--- src/rtl/seq_detect_param_pkg.sv ---
// Shared helpers for the slow-sampled serial pattern detector and its tick generator.
package seq_detect_param_pkg;

  localparam int unsigned MinDiv    = 2;
  localparam int unsigned MaxPatLen = 16;

  // Width able to hold 0..pat_len-1 valid-sample counts.
  function automatic int unsigned fill_width(input int unsigned pat_len);
    return (pat_len <= 2) ? 1 : $clog2(pat_len);
  endfunction

  // Width able to hold divider counts 0..div-1.
  function automatic int unsigned div_width(input int unsigned div);
    return (div <= MinDiv) ? 1 : $clog2(div);
  endfunction

endpackage

--- src/rtl/seq_detect_param_if.sv ---
// Run-control, serial data and match-status signals of the pattern detector.
interface seq_detect_param_if #(
  parameter int unsigned CNT_W = 8
) ();
  logic             en;
  logic             w;
  logic             tick;
  logic             clk_slow;
  logic             out;
  logic             out_held;
  logic [CNT_W-1:0] match_cnt;

  modport master (
    output en, w,
    input  tick, clk_slow, out, out_held, match_cnt
  );

  modport slave (
    input  en, w,
    output tick, clk_slow, out, out_held, match_cnt
  );
endinterface

--- src/rtl/seq_detect_param_tick_gen.sv ---
// Divides the system clock into a one-cycle sample strobe plus a visual-only square wave.
module seq_detect_param_tick_gen
  import seq_detect_param_pkg::*;
#(
  parameter int unsigned DIV = 4
) (
  input  logic clk,
  input  logic reset,
  input  logic en,
  output logic tick,
  output logic clk_slow
);
  localparam int unsigned          CntW   = div_width(DIV);
  localparam logic [CntW-1:0]      CntTop = CntW'(DIV - 1);

  logic [CntW-1:0] cnt_q, cnt_d;
  logic            tick_q, tick_d;
  logic            slow_q, slow_d;

  always_comb begin
    cnt_d  = cnt_q;
    tick_d = tick_q;
    slow_d = slow_q;
    if (en) begin
      cnt_d  = (cnt_q == CntTop) ? '0 : cnt_q + 1'b1;
      tick_d = (cnt_q == CntTop);
      slow_d = slow_q ^ tick_q;
    end
  end

  always_ff @(posedge clk or negedge reset) begin
    if (!reset) begin
      cnt_q  <= '0;
      tick_q <= 1'b0;
      slow_q <= 1'b0;
    end else begin
      cnt_q  <= cnt_d;
      tick_q <= tick_d;
      slow_q <= slow_d;
    end
  end

  // A pending tick is held across an en=0 pause and fires on the first enabled cycle.
  assign tick     = tick_q & en;
  assign clk_slow = slow_q;

endmodule

--- src/rtl/seq_detect_param.sv ---
// Mealy detector for a PAT_LEN-bit serial pattern sampled on divided-rate ticks.
module seq_detect_param
  import seq_detect_param_pkg::*;
#(
  parameter int unsigned        PAT_LEN = 4,
  parameter logic [PAT_LEN-1:0] PATTERN = 4'b0011,
  parameter int unsigned        DIV     = 4,
  parameter bit                 OVERLAP = 1'b1,
  parameter int unsigned        CNT_W   = 8
) (
  input logic                clk,
  input logic                reset,
  seq_detect_param_if.slave  bus
);
  localparam int unsigned      FillW   = fill_width(PAT_LEN);
  localparam logic [FillW-1:0] FillTop = FillW'(PAT_LEN - 1);

  logic               tick;
  logic [PAT_LEN-2:0] hist_q, hist_d;
  logic [FillW-1:0]   fill_q, fill_d;
  logic               held_q, held_d;
  logic [CNT_W-1:0]   cnt_q, cnt_d;
  logic [PAT_LEN-1:0] window;
  logic               match;

  seq_detect_param_tick_gen #(
    .DIV (DIV)
  ) u_tick_gen (
    .clk      (clk),
    .reset    (reset),
    .en       (bus.en),
    .tick     (tick),
    .clk_slow (bus.clk_slow)
  );

  always_comb begin
    window = {hist_q, bus.w};
    match  = tick & (fill_q == FillTop) & (window == PATTERN);
    hist_d = hist_q;
    fill_d = fill_q;
    held_d = held_q;
    cnt_d  = cnt_q;
    if (tick) begin
      hist_d = window[PAT_LEN-2:0];
      if (match && !OVERLAP) begin
        fill_d = '0;
      end else if (fill_q != FillTop) begin
        fill_d = fill_q + 1'b1;
      end
      held_d = match;
      if (match && (cnt_q != '1)) begin
        cnt_d = cnt_q + 1'b1;
      end
    end
  end

  always_ff @(posedge clk or negedge reset) begin
    if (!reset) begin
      hist_q <= '0;
      fill_q <= '0;
      held_q <= 1'b0;
      cnt_q  <= '0;
    end else begin
      hist_q <= hist_d;
      fill_q <= fill_d;
      held_q <= held_d;
      cnt_q  <= cnt_d;
    end
  end

  assign bus.tick      = tick;
  assign bus.out       = match;
  assign bus.out_held  = held_q;
  assign bus.match_cnt = cnt_q;

endmodule

--- src/flat_wrapper.sv ---
// flat-port wrapper written by rule: the top's interface ports become plain ports
module seq_detect_param_flat import seq_detect_param_pkg::*;
#(
  parameter int unsigned        PAT_LEN = 4,
  parameter logic [PAT_LEN-1:0] PATTERN = 4'b0011,
  parameter int unsigned        DIV     = 4,
  parameter bit                 OVERLAP = 1'b1,
  parameter int unsigned        CNT_W   = 8
)
  (clk, reset, bus_en, bus_w, bus_tick, bus_clk_slow, bus_out, bus_out_held, bus_match_cnt);
  seq_detect_param_if #(.CNT_W(CNT_W)) bus_i ();
  input logic clk;
  input logic reset;
  input wire logic [$bits(bus_i.en)-1:0] bus_en;
  input wire logic [$bits(bus_i.w)-1:0] bus_w;
  output wire logic [$bits(bus_i.tick)-1:0] bus_tick;
  output wire logic [$bits(bus_i.clk_slow)-1:0] bus_clk_slow;
  output wire logic [$bits(bus_i.out)-1:0] bus_out;
  output wire logic [$bits(bus_i.out_held)-1:0] bus_out_held;
  output wire logic [$bits(bus_i.match_cnt)-1:0] bus_match_cnt;
  assign bus_i.en = bus_en;
  assign bus_i.w = bus_w;
  assign bus_tick = bus_i.tick;
  assign bus_clk_slow = bus_i.clk_slow;
  assign bus_out = bus_i.out;
  assign bus_out_held = bus_i.out_held;
  assign bus_match_cnt = bus_i.match_cnt;
  seq_detect_param #(.PAT_LEN(PAT_LEN), .PATTERN(PATTERN), .DIV(DIV), .OVERLAP(OVERLAP), .CNT_W(CNT_W)) u_core (.clk(clk), .reset(reset), .bus(bus_i));
endmodule
--- config.mk ---
export PLATFORM = sky130hd
export DESIGN_NAME = seq_detect_param_flat
export DESIGN_NICKNAME = d
export VERILOG_FILES = /design/src/rtl/seq_detect_param_pkg.sv /design/src/rtl/seq_detect_param_if.sv /design/src/rtl/seq_detect_param_tick_gen.sv /design/src/rtl/seq_detect_param.sv /design/src/flat_wrapper.sv
export SDC_FILE = /design/constraint.sdc
export NUM_CORES = 1
export LEC_CHECK = 0
export ABC_AREA = 1
export CORE_UTILIZATION = 51
export CTS_CLUSTER_SIZE = 16
export DETAILED_ROUTE_END_ITERATION = 8
export GPL_ROUTABILITY_DRIVEN = 0
export MAX_ROUTING_LAYER = met4
export PLACE_DENSITY = 0.85
export SLEW_MARGIN = 20
export SYNTH_ARGS = -nofsm -noshare
export SYNTH_HDL_FRONTEND = slang
export SYNTH_SLANG_ARGS = --single-unit
export TNS_END_PERCENT = 100
--- constraint.sdc ---
create_clock -name clk -period 1.75 [get_ports clk]
set_clock_uncertainty 0.15 [all_clocks]
set_input_delay 0.4375 -clock clk [delete_from_list [all_inputs] [get_ports clk]]
set_output_delay 0.4375 -clock clk [all_outputs]
set_load 0.02 [all_outputs]
==> impl_summary.txt <==
----------------------------------------------------
[Drt]
  DR vias/cell ... 4.85
  Remaining antenna violation count ... 0
  Routed wire length ... 1940 µm
  Number of remaining DRC errors ... 0
  Number of design-rule violations left by the first detailed-router iteration ... 20
  First-pass detailed-route iteration total ... 4
  Wire length per cell ... 10.7 µm
  Via count ... 883

[Clock tree]
  Skew-Pair Late Insertion Delay ... 0.29 ns
  Number of clock buffers inserted by TritonCTS ... 3
  Clock root buffer master ... sky130_fd_sc_hd__clkbuf_4
  Max Buffers Root-to-Sink ... 2
  TritonCTS clock tree ... yes
  Clock-pin slew of the registers on the worst-case setup and hold paths ... 0.10 ns
  CTS H-tree lvls ... 1
  CTS hold repair buffers ... 0
  # clock sinks ... 18

[Placed design]
  Count of input and output buffers ... 15
  Final HPWL from detailed placement ... 1430 µm

[STA]
  Total Neg Setup Slack ... 0 ns
  Headroom to the max-slew limit ... 84.5%
  Setup repair after global routing missed its margin ... yes
  Final-layout worst hold slack ... 0.286 ns
  Final Hold Vio Count ... 0
  Number of endpoints failing setup at the final stage ... 0
  Max-slew violation count ... 0
  Shortest clock period the worst path allows after layout ... 1.74 ns
  Achievable frequency ... 0.573 GHz
  Final Cycle Share ... 99.7%
  Slew at the pin with the worst max-slew slack ... 0.232 ns

[Logic synthesis]
  Largest cells by area after synthesis ... sky130_fd_sc_hd__dfrtp_1 (45%), sky130_fd_sc_hd__nand2_1 (20%), sky130_fd_sc_hd__nand2_4 (4.5%), sky130_fd_sc_hd__ha_1 (3.8%), sky130_fd_sc_hd__inv_1 (3.8%)
  Total number of yosys warnings ... 0
  Sequential cell area fraction in the yosys report ... 45.3%
  Adder and majority gate portion of the synthesized area ... 3.77%
  Post-synth top flop ... sky130_fd_sc_hd__dfrtp_1
  Count of cell types in the netlist ... 19
  Largest family of logic cells by synthesized area ... simple AND/OR/NAND/NOR gates
  Post-Synth Simple-Gate Area ... 37.9%
  Share of synthesized registers carrying an async set or reset ... 100%
  Cell count after synthesis ... 124
  Average size of a mapped cell ... 8.02 µm²
  Parity-gate share of the synthesized area counting xor and xnor cells ... 4.40%
  Most instantiated cells after synthesis ... sky130_fd_sc_hd__nand2_1 (53), sky130_fd_sc_hd__dfrtp_1 (18), sky130_fd_sc_hd__inv_1 (10), sky130_fd_sc_hd__nor2_1 (10)
  Net count after synthesis ... 131
  Post-synth design cell area ... 995 µm²
  Post-synth EDFFs ... 0
  Compound-gate portion of the synthesized area ... 2.52%
  Most common cell in the synthesized netlist ... sky130_fd_sc_hd__nand2_1
  Area leader, netlist ... sky130_fd_sc_hd__dfrtp_1
  Synth top area share ... 45.3%
  Multiplexer fraction of the synthesized cell area ... 0%
  Synthesized flop and latch total ... 18

[Worst setup path]
  Number of buffers and inverters on the critical path ... 2
  Worst setup path class ... register to primary output
  Cell-by-cell trace of the critical path ... nor2_2, nand4_1, inv_1, buf_6
  Worst setup EP type ... primary output
  Kind of cell adding the most delay to the critical path ... flip-flops
  Data required time of the critical path ... 1.16 ns
  Delay of the slowest critical-path stage ... 0.41 ns
  Slowest cell on the critical path ... sky130_fd_sc_hd__dfrtp_1
  Maximum fanout along the worst path ... 2
  Launching element type of the critical path ... register
  Arrival time of data at the critical path endpoint ... 1.16 ns

[Floorplanning]
  Core area ... 1780 µm²
  Die footprint ... 2130 µm²
  Effective utilization at floorplan ... 55.8%
  Die height ... 46.2 µm
  Die X-Extent ... 46.2 µm
  Row Count ... 15
  Boundary pin count ... 16

[Outcome]
  Outcome ... finished, final reports clean

[Finish]
  Layout fillers ... 143
  Combined flip-flop and latch cell area ... 450 µm²
  Total area of multi-input combinational cells ... 498 µm²
  Proportion of layout cells with a drive suffix above 1 ... 22.9%
  Layout Area Growth over Synthesis ... 32.5%
  Total inserted antenna cells ... 0
  Net count of the finished layout ... 165

[Global route]
  Global-route wire length before repair ... 3150 µm
  Leftover overflow at the end of global routing ... 0
  Number of global-route vias before repair ... 832
  Initial antenna violation count ... 0
  Tot GR Track Use ... 21.7%
  Maximum number of pins on one net before global-route repair ... 19

[Worst hold path]
  Classification of the worst-slack hold path ... input pin to register

[Power]
  Lkg Pwr ... 0.736 nW
  Power density over the cells ... 1050 nW/µm²
  Final Power ... 1.38 mW
  Peak supply drop ... 0.744 mV

[Run]
  Maxcap violations ... 0

----------------------------------------------------
==> registers in the layout (all words and copies together) (netlist names) <==
signal                      cells
u_core.u_tick_gen.clk_slow      1
u_core.bus.out_held             1
u_core.hist_q                   3
u_core.u_tick_gen.cnt_q         2
u_core.u_tick_gen.tick_q        1
u_core.bus.match_cnt            8
u_core.fill_q                   2
==> cell families (layout without fill, tap and decap cells) <==
kind of cell    Yosys count  count (layout)
fa+ha+maj                 3               3
buf+inv                  15              48
flops                    18              18
compound gates            5               5
simple gates             78              78
xor+xnor                  5               5
==> tightest hold or removal path, stage by stage <==
cell and delay (ns):
sky130_fd_sc_hd__dlymetal6s2s_1 0.11, sky130_fd_sc_hd__nand2_1 0.07, sky130_fd_sc_hd__o21ai_0 0.07
==> timing repair <==
action	in CTS	in global routing
setup buffers	0	3
gates resized for setup	21	4
gates cloned	0	0
pin swaps	0	4
setup endpoints to repair	12	1
==> area by class of cell <==
type	count	share of cell area, %
sequential	18	34.2
timing repair buffer	29	18.2
multi-input combinational	91	37.8
inverter	15	4.65
clock buffer	4	2.75
tap	25	2.37
==> where the power goes <==
part | internal [mW] | switching [mW]
clock | 0.127 | 0.129
combinational | 0.240 | 0.266
sequential | 0.526 | 0.0928
total | 0.893 | 0.487
==> layer usage <==
layer | wire length, µm | GRT usage, %
met1 | 764 | 22.3
met2 | 1070 | 40.3
met3 | 81 | 4.71
met4 | 23 | 7.06
met5 | 0 | -
==> final timing paths <==
kind,cells after the start,startpoint,slack (ns),end
min reg2reg,1,u_core.u_tick_gen.cnt_q[0],0.33,u_core.u_tick_gen.cnt_q[0]
max reg2reg,6,u_core.bus.match_cnt[1],0.25,u_core.bus.match_cnt[7]
max,4,u_core.hist_q[2],0.006,bus_out
min,3,bus_w,0.29,u_core.hist_q[0]
min in group asynchronous,2,reset,0.32,u_core.bus.match_cnt[3]
max in group asynchronous,2,reset,0.94,u_core.bus.match_cnt[6]
==> placed cells by master (no fill, tap or decap) <==
cell and n:
sky130_fd_sc_hd__clkinv_1 1, sky130_fd_sc_hd__buf_6 1, sky130_fd_sc_hd__dfrtp_1 18, sky130_fd_sc_hd__buf_2 1
sky130_fd_sc_hd__nand3_1 4, sky130_fd_sc_hd__xor2_1 1, sky130_fd_sc_hd__nor2_1 9, sky130_fd_sc_hd__nand4_1 1
sky130_fd_sc_hd__xnor2_1 4, sky130_fd_sc_hd__clkbuf_8 1, sky130_fd_sc_hd__dlygate4sd2_1 11, sky130_fd_sc_hd__clkbuf_4 3
sky130_fd_sc_hd__inv_2 3, sky130_fd_sc_hd__nand2_1 53, sky130_fd_sc_hd__inv_1 10, sky130_fd_sc_hd__dlymetal6s2s_1 1
sky130_fd_sc_hd__clkdlybuf4s50_1 1, sky130_fd_sc_hd__nand3_2 2, sky130_fd_sc_hd__nand2_4 4, sky130_fd_sc_hd__buf_4 14
sky130_fd_sc_hd__o21ai_0 4, sky130_fd_sc_hd__inv_6 1, sky130_fd_sc_hd__nor2_8 1, sky130_fd_sc_hd__a21oi_1 1
sky130_fd_sc_hd__nor2_4 2, sky130_fd_sc_hd__nor2_2 2, sky130_fd_sc_hd__ha_4 1, sky130_fd_sc_hd__ha_1 2
==> stage by stage <==
| stage | worst slack (ns) | util (%) | area (µm²) | instances |
|---|---|---|---|---|
| after floorplan | 0.217 | - | 995 | 124 |
| after global placement | -0.648 | 70.6 | 1260 | 175 |
| after detailed placement | -0.661 | 70.6 | 1260 | 175 |
| after CTS | -0.174 | 71.6 | 1280 | 179 |
| after global routing | -0.0575 | 73.9 | 1320 | 182 |
| final | 0.00575 | 73.9 | 1320 | 182 |
No activity file was read; power rests on OpenSTA's default activity.
